$ cat src/rtl/uart_pkg.sv
// -----------------------------------------------------------------------------
// uart_pkg
// Shared UART definitions: receiver/transmitter state encodings and the
// default oversampling and data-width constants. Also used by the tx side
// and the baud generator.
// -----------------------------------------------------------------------------
package uart_pkg;

    localparam int UART_OVERSAMPLE = 16;
    localparam int UART_DATA_BITS  = 8;

    typedef enum logic [2:0] {
        ST_IDLE   = 3'd0,
        ST_START  = 3'd1,
        ST_DATA   = 3'd2,
        ST_PARITY = 3'd3,
        ST_STOP   = 3'd4
    } uart_state_e;

endpackage : uart_pkg

$ cat src/rtl/uart_rx_sync.sv
// -----------------------------------------------------------------------------
// uart_rx_sync
// Two-flop synchroniser for the asynchronous serial line plus one extra flop
// for falling-edge detection. All flops reset to 1 (line idle level) so a
// reset never fabricates a start edge.
// Ports:
//   clk   in  system clock
//   rst_n in  synchronous active-low reset
//   rx_in in  asynchronous serial line
//   rx_s  out synchronised line level
//   fall  out 1 while the synchronised line has just gone 1 -> 0
// -----------------------------------------------------------------------------
module uart_rx_sync
    import uart_pkg::*;
(
    input  logic clk,
    input  logic rst_n,
    input  logic rx_in,
    output logic rx_s,
    output logic fall
);

    logic r_meta;
    logic r_sync;
    logic r_prev;

    // Synchroniser chain and previous-level flop for edge detection.
    always_ff @(posedge clk) begin
        if (!rst_n) begin
            r_meta <= 1'b1;
            r_sync <= 1'b1;
            r_prev <= 1'b1;
        end else begin
            r_meta <= rx_in;
            r_sync <= r_meta;
            r_prev <= r_sync;
        end
    end

    assign rx_s = r_sync;
    assign fall = r_prev & ~r_sync;

endmodule : uart_rx_sync

$ cat src/rtl/uart_rx_frame_fsm.sv
// -----------------------------------------------------------------------------
// uart_rx_frame_fsm
// UART receive front end. Detects a start bit, samples every bit at mid-bit
// using the oversampling baud tick, assembles the byte LSB-first, captures
// the parity bit and checks the stop bit. All frame outputs update together
// on the stop-bit sampling edge so the downstream parity checker sees stable
// inputs during and after the parity_load pulse.
// Ports:
//   clk, rst_n      clock and synchronous active-low reset
//   baud_tick       1-clk strobe, OVERSAMPLE strobes per bit period
//   rx_in           asynchronous serial line (idles high)
//   data_received   last assembled byte, held until the next frame completes
//   parity_bit_rx   parity bit of the last frame (0 when PARITY_EN=0)
//   parity_load     1-clk pulse: data_received/parity_bit_rx valid for checker
//   data_valid      1-clk pulse: frame complete with stop bit 1
//   stop_error      1-clk pulse: frame complete with stop bit 0
//   rx_busy         high whenever the receiver is not idle
// -----------------------------------------------------------------------------
module uart_rx_frame_fsm
    import uart_pkg::*;
#(
    parameter int OVERSAMPLE = UART_OVERSAMPLE,
    parameter int DATA_BITS  = UART_DATA_BITS,
    parameter int PARITY_EN  = 1
) (
    input  logic       clk,
    input  logic       rst_n,
    input  logic       baud_tick,
    input  logic       rx_in,
    output logic [7:0] data_received,
    output logic       parity_bit_rx,
    output logic       parity_load,
    output logic       data_valid,
    output logic       stop_error,
    output logic       rx_busy
);

    localparam int TC_W = $clog2(OVERSAMPLE);
    localparam int BC_W = $clog2(DATA_BITS);
    localparam logic [TC_W-1:0] TICK_HALF = TC_W'(OVERSAMPLE / 2 - 1);
    localparam logic [TC_W-1:0] TICK_LAST = TC_W'(OVERSAMPLE - 1);
    localparam logic [BC_W-1:0] BIT_LAST  = BC_W'(DATA_BITS - 1);

    logic w_rx_s;
    logic w_fall;

    uart_rx_sync u_sync (
        .clk   (clk),
        .rst_n (rst_n),
        .rx_in (rx_in),
        .rx_s  (w_rx_s),
        .fall  (w_fall)
    );

    uart_state_e     r_state,    w_state_nxt;
    logic [TC_W-1:0] r_tick_cnt, w_tick_nxt;
    logic [BC_W-1:0] r_bit_cnt,  w_bit_nxt;
    logic [7:0]      r_shift,    w_shift_nxt;
    logic            r_par_hold, w_par_hold_nxt;
    logic [7:0]      r_data,     w_data_nxt;
    logic            r_par,      w_par_nxt;
    logic            r_load,     w_load_nxt;
    logic            r_valid,    w_valid_nxt;
    logic            r_serr,     w_serr_nxt;
    logic            r_busy;

    // State, counters, shift register and registered outputs.
    always_ff @(posedge clk) begin
        if (!rst_n) begin
            r_state    <= ST_IDLE;
            r_tick_cnt <= '0;
            r_bit_cnt  <= '0;
            r_shift    <= 8'h00;
            r_par_hold <= 1'b0;
            r_data     <= 8'h00;
            r_par      <= 1'b0;
            r_load     <= 1'b0;
            r_valid    <= 1'b0;
            r_serr     <= 1'b0;
            r_busy     <= 1'b0;
        end else begin
            r_state    <= w_state_nxt;
            r_tick_cnt <= w_tick_nxt;
            r_bit_cnt  <= w_bit_nxt;
            r_shift    <= w_shift_nxt;
            r_par_hold <= w_par_hold_nxt;
            r_data     <= w_data_nxt;
            r_par      <= w_par_nxt;
            r_load     <= w_load_nxt;
            r_valid    <= w_valid_nxt;
            r_serr     <= w_serr_nxt;
            r_busy     <= (w_state_nxt != ST_IDLE);
        end
    end

    // Next-state logic; every sampling decision is gated by baud_tick.
    always_comb begin
        w_state_nxt    = r_state;
        w_tick_nxt     = r_tick_cnt;
        w_bit_nxt      = r_bit_cnt;
        w_shift_nxt    = r_shift;
        w_par_hold_nxt = r_par_hold;
        w_data_nxt     = r_data;
        w_par_nxt      = r_par;
        w_load_nxt     = 1'b0;
        w_valid_nxt    = 1'b0;
        w_serr_nxt     = 1'b0;

        case (r_state)
            ST_IDLE: begin
                if (w_fall) begin
                    w_state_nxt = ST_START;
                    w_tick_nxt  = '0;
                end else begin
                    w_tick_nxt  = '0;
                end
            end
            ST_START: begin
                if (baud_tick) begin
                    if (r_tick_cnt == TICK_HALF) begin
                        w_tick_nxt = '0;
                        w_bit_nxt  = '0;
                        // Line back high at mid start bit: a glitch, not a frame.
                        if (!w_rx_s) begin
                            w_state_nxt = ST_DATA;
                        end else begin
                            w_state_nxt = ST_IDLE;
                        end
                    end else begin
                        w_tick_nxt = r_tick_cnt + 1'b1;
                    end
                end else begin
                    w_tick_nxt = r_tick_cnt;
                end
            end
            ST_DATA: begin
                if (baud_tick) begin
                    if (r_tick_cnt == TICK_LAST) begin
                        w_tick_nxt  = '0;
                        // LSB arrives first, so shift in from the top.
                        w_shift_nxt = {w_rx_s, r_shift[7:1]};
                        if (r_bit_cnt == BIT_LAST) begin
                            w_bit_nxt   = '0;
                            w_state_nxt = (PARITY_EN != 0) ? ST_PARITY : ST_STOP;
                        end else begin
                            w_bit_nxt   = r_bit_cnt + 1'b1;
                        end
                    end else begin
                        w_tick_nxt = r_tick_cnt + 1'b1;
                    end
                end else begin
                    w_tick_nxt = r_tick_cnt;
                end
            end
            ST_PARITY: begin
                if (baud_tick) begin
                    if (r_tick_cnt == TICK_LAST) begin
                        w_tick_nxt     = '0;
                        w_par_hold_nxt = w_rx_s;
                        w_state_nxt    = ST_STOP;
                    end else begin
                        w_tick_nxt = r_tick_cnt + 1'b1;
                    end
                end else begin
                    w_tick_nxt = r_tick_cnt;
                end
            end
            ST_STOP: begin
                if (baud_tick) begin
                    if (r_tick_cnt == TICK_LAST) begin
                        // Frame outputs all change on this one edge.
                        w_tick_nxt  = '0;
                        w_data_nxt  = w_shift_nxt;
                        w_par_nxt   = (PARITY_EN != 0) ? r_par_hold : 1'b0;
                        w_load_nxt  = 1'b1;
                        w_valid_nxt = w_rx_s;
                        w_serr_nxt  = ~w_rx_s;
                        w_state_nxt = ST_IDLE;
                    end else begin
                        w_tick_nxt = r_tick_cnt + 1'b1;
                    end
                end else begin
                    w_tick_nxt = r_tick_cnt;
                end
            end
            default: begin
                w_state_nxt = ST_IDLE;
                w_tick_nxt  = '0;
            end
        endcase
    end

    assign data_received = r_data;
    assign parity_bit_rx = r_par;
    assign parity_load   = r_load;
    assign data_valid    = r_valid;
    assign stop_error    = r_serr;
    assign rx_busy       = r_busy;

endmodule : uart_rx_frame_fsm

$ cat config.mk
export PLATFORM = sky130hd
export DESIGN_NAME = uart_rx_frame_fsm
export DESIGN_NICKNAME = d
export VERILOG_FILES = /design/src/rtl/uart_pkg.sv /design/src/rtl/uart_rx_sync.sv /design/src/rtl/uart_rx_frame_fsm.sv
export SDC_FILE = /design/constraint.sdc
export NUM_CORES = 1
export LEC_CHECK = 0
export CAP_MARGIN = 15
export CORE_MARGIN = 2
export CORE_UTILIZATION = 55
export CTS_BUF_LIST = sky130_fd_sc_hd__clkbuf_8
export DETAILED_ROUTE_END_ITERATION = 6
export HOLD_SLACK_MARGIN = 0.15
export PLACE_DENSITY = 0.78
export SYNTH_ARGS = -nofsm -noshare
export SYNTH_HDL_FRONTEND = slang
export SYNTH_SLANG_ARGS = --single-unit
$ cat constraint.sdc
create_clock -name clk -period 5 [get_ports clk]
set_input_delay 1 -clock clk [delete_from_list [all_inputs] [get_ports clk]]
set_output_delay 1 -clock clk [all_outputs]
set_load 0.05 [all_outputs]
-- Word level (Yosys, flattened, before mapping)
Index checks and enable logic that the tools add are counted.
- memory bits (read-only): 0
- register bits after elaboration: 35
- bits in writable memories: 0
- latch bits: 0
- output and inout bits: 13
- memories: 0
- multiply operators: 0
- bitwise gates (word level): 2
- $lt $le $gt $ge: 0
- equality and inequality tests: 12
- add/subtract/negate cells: 2
- muxes and demuxes: 24
- reductions and logical operators: 11
- divide/modulo/power cells: 0
- shifts and indexed selects: 0
- operator list (cell ; number):
    3-bit two-way mux ; 15
    4-bit two-way mux ; 4
    3-bit one-hot mux with 5 select lines ; 1
    3-bit AND reduction ; 4
    2-bit inequality test, second input constant ; 4
    4-bit one-hot mux with 2 select lines ; 1
    3-bit by 2-bit equality test with 1-bit output, second input constant ; 2
    3-bit equality test, second input constant ; 2
    3-bit one-hot mux with 2 select lines ; 1
    5-bit AND reduction ; 1
    4-bit by 1-bit adder with 4-bit output, second input constant ; 1
    4-bit by 3-bit equality test with 1-bit output, second input constant ; 1
    4-bit equality test, second input constant ; 1
    4-bit AND reduction ; 1
    3-bit by 1-bit adder with 3-bit output, second input constant ; 1
    3-bit by 1-bit equality test with 1-bit output, second input constant ; 1
    3-bit zero test ; 1
    3-bit nonzero test ; 1
    3-bit OR reduction ; 1
    2-bit two-way mux ; 1
    2-bit by 1-bit inequality test with 1-bit output, second input constant ; 1
    2-bit AND reduction ; 1
    2-bit nonzero test ; 1
    1-bit bitwise AND ; 1
    2 further kinds ; 2

-- Longest topological paths before layout
Gate-level depths: netlist of the first run.
- depth in word-level cells: 6
- gate-level depth with buffers: 6
- gate-level depth less buffers: 6

-- Hierarchy
A second synthesis of the first run with hierarchy kept.
- cells, all modules: 149
- area total of the unflattened synthesis: 1549.0 um^2
- modules (own cells, without submodules) (module ; area an instance (um^2) ; times used ; cells an instance ; seq. area each (um^2)):
    uart_rx_frame_fsm ; 1463.9 ; 1 ; 142 ; 640.6
    uart_rx_sync ; 85.1 ; 1 ; 7 ; 60.1

-- Worst setup path after synthesis of the first run
OpenSTA, ideal clock, no wires.
- path kind: input -> register
- start point: input baud_tick
- end point: register r_data[1] (netlist: data_received[1])
- buffers on the path: 2
- slack: 2.842 ns
- data arrival time: 2.041 ns
- setup time: 0.117 ns
- stages on the path: 6
- path through: buf_4 > nand4_1 > nor4b_2 > buf_6 > mux2i_1 > nor2b_1
- longest elaborated chain between the ends: 1
- ends and longest elaborated chain (item ; line ; RTL):
    start: declaration ; uart_rx_frame_fsm.sv:28 ; input logic baud_tick,
    3-bit AND reduction (no line) ; n/a ;
    end signal: assignment ; uart_rx_frame_fsm.sv:87 ; r_data <= w_data_nxt;
    end: declaration ; uart_rx_frame_fsm.sv:60 ; logic [7:0] r_data, w_data_nxt;
No other way between the ends.
A chain may end at the register's enable or synchronous reset.

-- Worst setup path after layout of the first run
- start point: input baud_tick
- end point: register r_shift[3]
- longest elaborated chain between the ends: 1
- ends and longest elaborated chain (item ; line ; RTL):
    3-bit AND reduction (no line) ; n/a ;
    end signal: assignment ; uart_rx_frame_fsm.sv:85 ; r_shift <= w_shift_nxt;
    end: declaration ; uart_rx_frame_fsm.sv:58 ; logic [7:0] r_shift, w_shift_nxt;
No other way between the ends.

==> out/results.txt, run 1 <==
most frequent cells in the layout = dfxtp_1, mux2i_1, nor2b_1
proportion of layout cells with a drive suffix above 1 = 0.07273
worst min-delay path class = reg2reg
CP Capture Type = register
mux contribution to synthesized area = 0.1379
die area = 3208 um2
simple-gate area share of the yosys netlist = 0.2488
asr flop ratio synth = 0
Max VDD drop = 0.2299 mV
Flop pwr share = 0.581
Post-synth EDFFs = 0
GP Congestion = 0.8217
antenna violations before repair = 0
Max-slew headroom = 0.4833
final hold slack = 0.4124 ns
XOR/XNOR Fraction of Synth Area = 0.01149
Area growth syn-to-layout = 15.93%
drt pass-1 iters = 4
cts hold-fix bufs = 0
Mean Syn Cell Area = 10.23 um2
P_sw = 104.7 uW
Ports = 17
Initial Util = 0.5673
clk_lat worst skew = 0.28 ns
Top delay family on crit path = buffers and inverters
Netlist cell types = 39
# rows = 19
CTS Root Cell = clkbuf_8
commonest non-fill, non-tap cell in the layout = dfxtp_1
Filler cells = 222
Buf/Inv on CP = 2
Power Internal = 382.7 uW
Worst path slowest cell = clkdlybuf4s50_1
CORE AREA = 2686 um2
Die X = 56.64 um
Main synth FF type = dfxtp_1
CTS tree = built
global-route wire length before repair = 4864 um
number of port buffers = 16
largest net degree at the start of global routing = 31
worst-path fanout max = 9
clock buffer count from CTS = 5
largest family of logic cells by synthesized area = simple AND/OR/NAND/NOR gates
htree depth = 2
Synth area leader = dfxtp_1
via count = 1,079
critical path, cell by cell = clkdlybuf4s50_1, nand4_1, nor4_2, buf_4, mux2i_1, nor2b_1
DP Worst Slack = 1.719 ns
Seq/Total Area, Yosys = 0.4598
Logic pwr share = 0.033
drt drc = 0
final setup margin = 2.360 ns
cells after synthesis = 149
WP data required = 5.17 ns
Synth Net Count = 156
finished layout cell area = 1767 um2
CTS clk-pin slew, worst paths = 0.06 ns
DR WL/cell = 13.54 um
Final Max Tran Viols = 0
Placed Area = 1678 um2
Final #Nets = 171
Sinks on Clock Net = 35
clk_skew = 0.003370 ns
top cells by area, synth = dfxtp_1, mux2i_1, nor2b_1, ha_1, nand2b_1
Max Root-Sink Buffers = 2
Fin Setup TNS = 0 ns
vias in the first global route = 1,050
synthesized-area fraction occupied by adder cells = 0.02463
Yosys Warn Count = 0
Post-Syn Area = 1524 um2
final antenna-violating net count = 0
Worst Tran Pin Value = 0.7726 ns
post-cts sizing count = 0
Pwr Density = 275.9 nW/um2
Die Y = 56.64 um
type of the worst setup path = in2reg
Largest stage delay, worst path = 0.61 ns
gr usage total = 0.1987
total length of routed wires = 2653 um
RSZ-0062 raised after global routing = no
Leak = 0.0005873 uW
post-synthesis register bit count = 35
Synth Area in Compound Gates = 0.07389
ant diodes = 0
fin crit share = 0.5281
crit path time final = 2.640 ns
vias per cell = 5.505
GR Overflow Total = 0
Max-cap violations = 0
Fmax = 378.7 MHz
1st-iter DRT viols = 31
Design Power = 487.4 uW
switching portion of total power = 0.2148
status = finished, final reports clean
Hold Vio Cnt, Final = 0
clock network fraction of total power = 0.386
final setup fails = 0
Final HPWL DP = 1819 um
arrival time of the worst setup path = 2.81 ns
Post-CTS Setup Repair Bufs = 0
post-synth top area share = 0.4598
Startpoint Class = input port
[power by group through the flow]
| stage | combinational, uW | sequential (uW) | clock (uW) |
|---|---|---|---|
| 2_1_floorplan | 11.6 | 289 | 0 |
| 3_3_place_gp | 15.8 | 289 | 0 |
| 3_5_place_dp | 16.2 | 289 | 0 |
| 4_1_cts | 16.2 | 283 | 194 |
| 5_1_grt | 17.6 | 283 | 202 |
| 6_report | 16.0 | 283 | 188 |
[final timing paths]
path | startpoint | end | slack, ns | depth (start not counted)
worst max register to register | r_tick_cnt[0] | r_shift[3] | 3.09 | 6
worst min register to register | u_sync.r_meta | u_sync.rx_s | 0.41 | 1
worst max-delay path | baud_tick | r_shift[3] | 2.36 | 6
worst min-delay path | u_sync.r_meta | u_sync.rx_s | 0.41 | 1
[per-stage QoR]
step / util / instances
finish: 0.6577 / 196
global route: 0.6577 / 196
CTS: 0.6549 / 195
detailed placement: 0.6246 / 187
global placement: 0.6246 / 187
floorplan: - / 149
[synth_stat cells (3+ instances only)]
cell type / n
nor2b_1: 20
nor2_1: 6
dfxtp_1: 35
nand2_1: 3
ha_1: 3
and3_1: 3
nand2b_1: 6
clkbuf_1: 5
a21oi_1: 4
nand3_1: 5
mux2i_1: 21
and2_1: 3
[final cells by class]
class / instances / area, um2 / share of cell area
Multi-Input combinational cell: 102 / 763.2 / 0.4320
Sequential cell: 35 / 700.7 / 0.3966
Timing Repair Buffer: 18 / 175.2 / 0.09915
Clock buffer: 5 / 68.82 / 0.03895
Tap cell: 31 / 38.79 / 0.02195
Clock inverter: 3 / 12.51 / 0.007082
Inverter: 2 / 7.507 / 0.004249
[flip-flops by register name, indices dropped and copies added (netlist names)]
signal / flops
u_sync.rx_s: 1
data_valid: 1
u_sync.r_prev: 1
r_tick_cnt: 4
data_received: 8
rx_busy: 1
r_bit_cnt: 3
r_state: 3
r_shift: 8
parity_load: 1
parity_bit_rx: 1
u_sync.r_meta: 1
stop_error: 1
r_par_hold: 1
[kinds of logic (layout without fill, tap and decap cells)]
| family | count (synthesis) | count (layout) |
|---|---|---|
| fa+ha+maj | 3 | 3 |
| xor+xnor | 2 | 2 |
| flops | 35 | 35 |
| simple gates | 61 | 61 |
| compound gates | 15 | 15 |
| mux | 21 | 21 |
| buf+inv | 12 | 28 |
[layer usage]
layer	vias to the layer above	GRT usage	wire length, um
met3	5	0.07143	108
met1	511	0.2507	1212
li1	544	-	-
met2	19	0.3123	1293
met4	0	0.07143	39
met5	-	0	0
Power figures use the tool's default switching activity.
==> run 2: changes to the inputs <==
==> constraint.sdc (replaced) <==
create_clock -name clk -period 2.8 [get_ports clk]
set_input_delay 0.56 -clock clk [delete_from_list [all_inputs] [get_ports clk]]
set_output_delay 0.56 -clock clk [all_outputs]
set_load 0.05 [all_outputs]
==> run 2 against run 1 <==
- first-iteration DRC count decreased by 39%
- count of clock-buffer cells in the layout increased by 1
- non-clock buffer count increased by 2
- register-to-register slack got worse by 2.0 ns
- via count decreased by 0.46%
- total power increased by 110%
- cell area increased by 3.1%
- clock skew about the same
==> out/results.txt, run 2 (synthesized netlist as in run 1, its figures left out) <==
status = finished, final reports clean
worst min-delay path class = reg2reg
die area = 3208 um2 (unchanged)
critical path, cell by cell = clkdlybuf4s50_1, nand4_1, nor4b_2, buf_4, mux2i_1, nor2b_1
CTS Root Cell = clkbuf_8
gr usage total = 0.1897 (-0.009071)
final setup fails = 0 (unchanged)
commonest non-fill, non-tap cell in the layout = dfxtp_1
vias per cell = 5.424 (-1.5%)
drt pass-1 iters = 4 (unchanged)
most frequent cells in the layout = dfxtp_1, mux2i_1, nor2b_1
crit path time final = 2.055 ns
via count = 1,074 (-0.46%)
htree depth = 2 (unchanged)
1st-iter DRT viols = 19 (-39%)
clk_lat worst skew = 0.28 ns (about the same)
total length of routed wires = 2597 um (-2.1%)
Final Max Tran Viols = 0 (unchanged)
drt drc = 0 (unchanged)
Area growth syn-to-layout = 19.54%
CTS tree = built
Hold Vio Cnt, Final = 0 (unchanged)
Fmax = 486.7 MHz
# rows = 19 (unchanged)
Worst Tran Pin Value = 0.5563 ns (-0.2163 ns)
RSZ-0062 raised after global routing = no
clock buffer count from CTS = 5 (unchanged)
antenna violations before repair = 0 (unchanged)
vias in the first global route = 1,078 (+2.7%)
Final Util = 0.6782 (+0.02049)
Final #Nets = 173 (+1.2%)
arrival time of the worst setup path = 2.23 ns (-0.58 ns)
proportion of layout cells with a drive suffix above 1 = 0.09581 (+0.02308)
Initial Util = 0.5673 (unchanged)
cts hold-fix bufs = 0 (unchanged)
Leak = 0.0006089 uW (+3.7%)
global-route wire length before repair = 4643 um (-4.5%)
Pwr Density = 551.4 nW/um2 (+100%)
GR Overflow Total = 0 (unchanged)
Largest stage delay, worst path = 0.60 ns (about the same)
Ports = 17 (unchanged)
Max-slew headroom = 0.6286 (+0.1453)
post-cts sizing count = 0 (unchanged)
largest net degree at the start of global routing = 19 (-39%)
Max-cap violations = 0 (unchanged)
worst-path fanout max = 11 (+2)
WP data required = 2.97 ns (-2.20 ns)
Filler cells = 215 (-3.2%)
clk_skew = 0.003479 ns (+0.0001093 ns)
CTS clk-pin slew, worst paths = 0.07 ns (about the same)
Worst path slowest cell = clkdlybuf4s50_1
number of port buffers = 16 (unchanged)
final antenna-violating net count = 0 (unchanged)
GP Congestion = 0.8430 (+2.6%)
Startpoint Class = input port
Post-CTS Setup Repair Bufs = 0 (unchanged)
Fin Setup TNS = 0 ns (unchanged)
Max Root-Sink Buffers = 2 (unchanged)
DR WL/cell = 13.12 um (-3.1%)
Final HPWL DP = 1901 um (+4.5%)
fin crit share = 0.7338
Die Y = 56.64 um (unchanged)
type of the worst setup path = in2reg
CP Capture Type = register
CORE AREA = 2686 um2 (unchanged)
ant diodes = 0 (unchanged)
Sinks on Clock Net = 35 (unchanged)
Die X = 56.64 um (unchanged)
Max VDD drop = 0.5742 mV (+150%)
## run 2: changes by cell type in the layout (fill, tap and decap cells not counted)
cell and change:
buf_4 +2, inv_6 +1, clkinv_2 -1, bufinv_16 +1
inv_1 -2, clkbuf_8 +1
## run 2: path summary, 6_finish.rpt
check	from	to	slack [ns]	cells after the start
worst max-delay path	baud_tick	data_received[1]	0.75	6
worst max register to register	r_tick_cnt[0]	data_received[1]	1.05	6
worst min register to register	u_sync.r_meta	u_sync.rx_s	0.42	1
worst min-delay path	u_sync.r_meta	u_sync.rx_s	0.42	1
## run 2: power by group
group          leakage (uW)  switching (uW)  internal, uW
Clock             0.0000618             177           292
Sequential         0.000283            4.11           501
Combinational      0.000264            14.0          15.8
Total              0.000609             195           809
## run 2: worst max-delay path, delay by kind of cell
kind / cells / cell delay (ns)
buffers and inverters: 2 / 0.86
multiplexers: 1 / 0.23
AND/OR/NAND/NOR: 3 / 0.57
## run 2: area by class of cell
cell class	instances	area, um2	share of cell area
clock buffers	6	82.58	0.04533
clock inverters	2	38.79	0.02129
inverters	2	7.507	0.004121
multi-input cells	102	763.2	0.4190
flip-flops and latches	35	700.7	0.3846
well taps	31	38.79	0.02129
repair buffers	20	190.2	0.1044
## run 2: metrics by stage
stage / setup WS (ns) / total power (uW) / cells / area (um2) / hold slack (ns)
after floorplan: 1.082 / 537.4 / 149 / 1524 / 0.3863
after global placement: 0.5473 / 545.5 / 190 / 1700 / 0.3960
after detailed placement: 0.4396 / 546.8 / 190 / 1700 / 0.3968
after CTS: 0.7589 / 1022 / 198 / 1822 / 0.4226
after global routing: 0.6019 / 1037 / 198 / 1822 / 0.4472
final: 0.7453 / 1005 / 198 / 1822 / 0.4211
## run 2: per-layer routing
| metal | global-route usage | wire [um] |
|---|---|---|
| met5 | 0 | 0 |
| met4 | 0.08163 | 35 |
| met3 | 0.06912 | 127 |
| met2 | 0.3223 | 1306 |
| met1 | 0.2114 | 1127 |
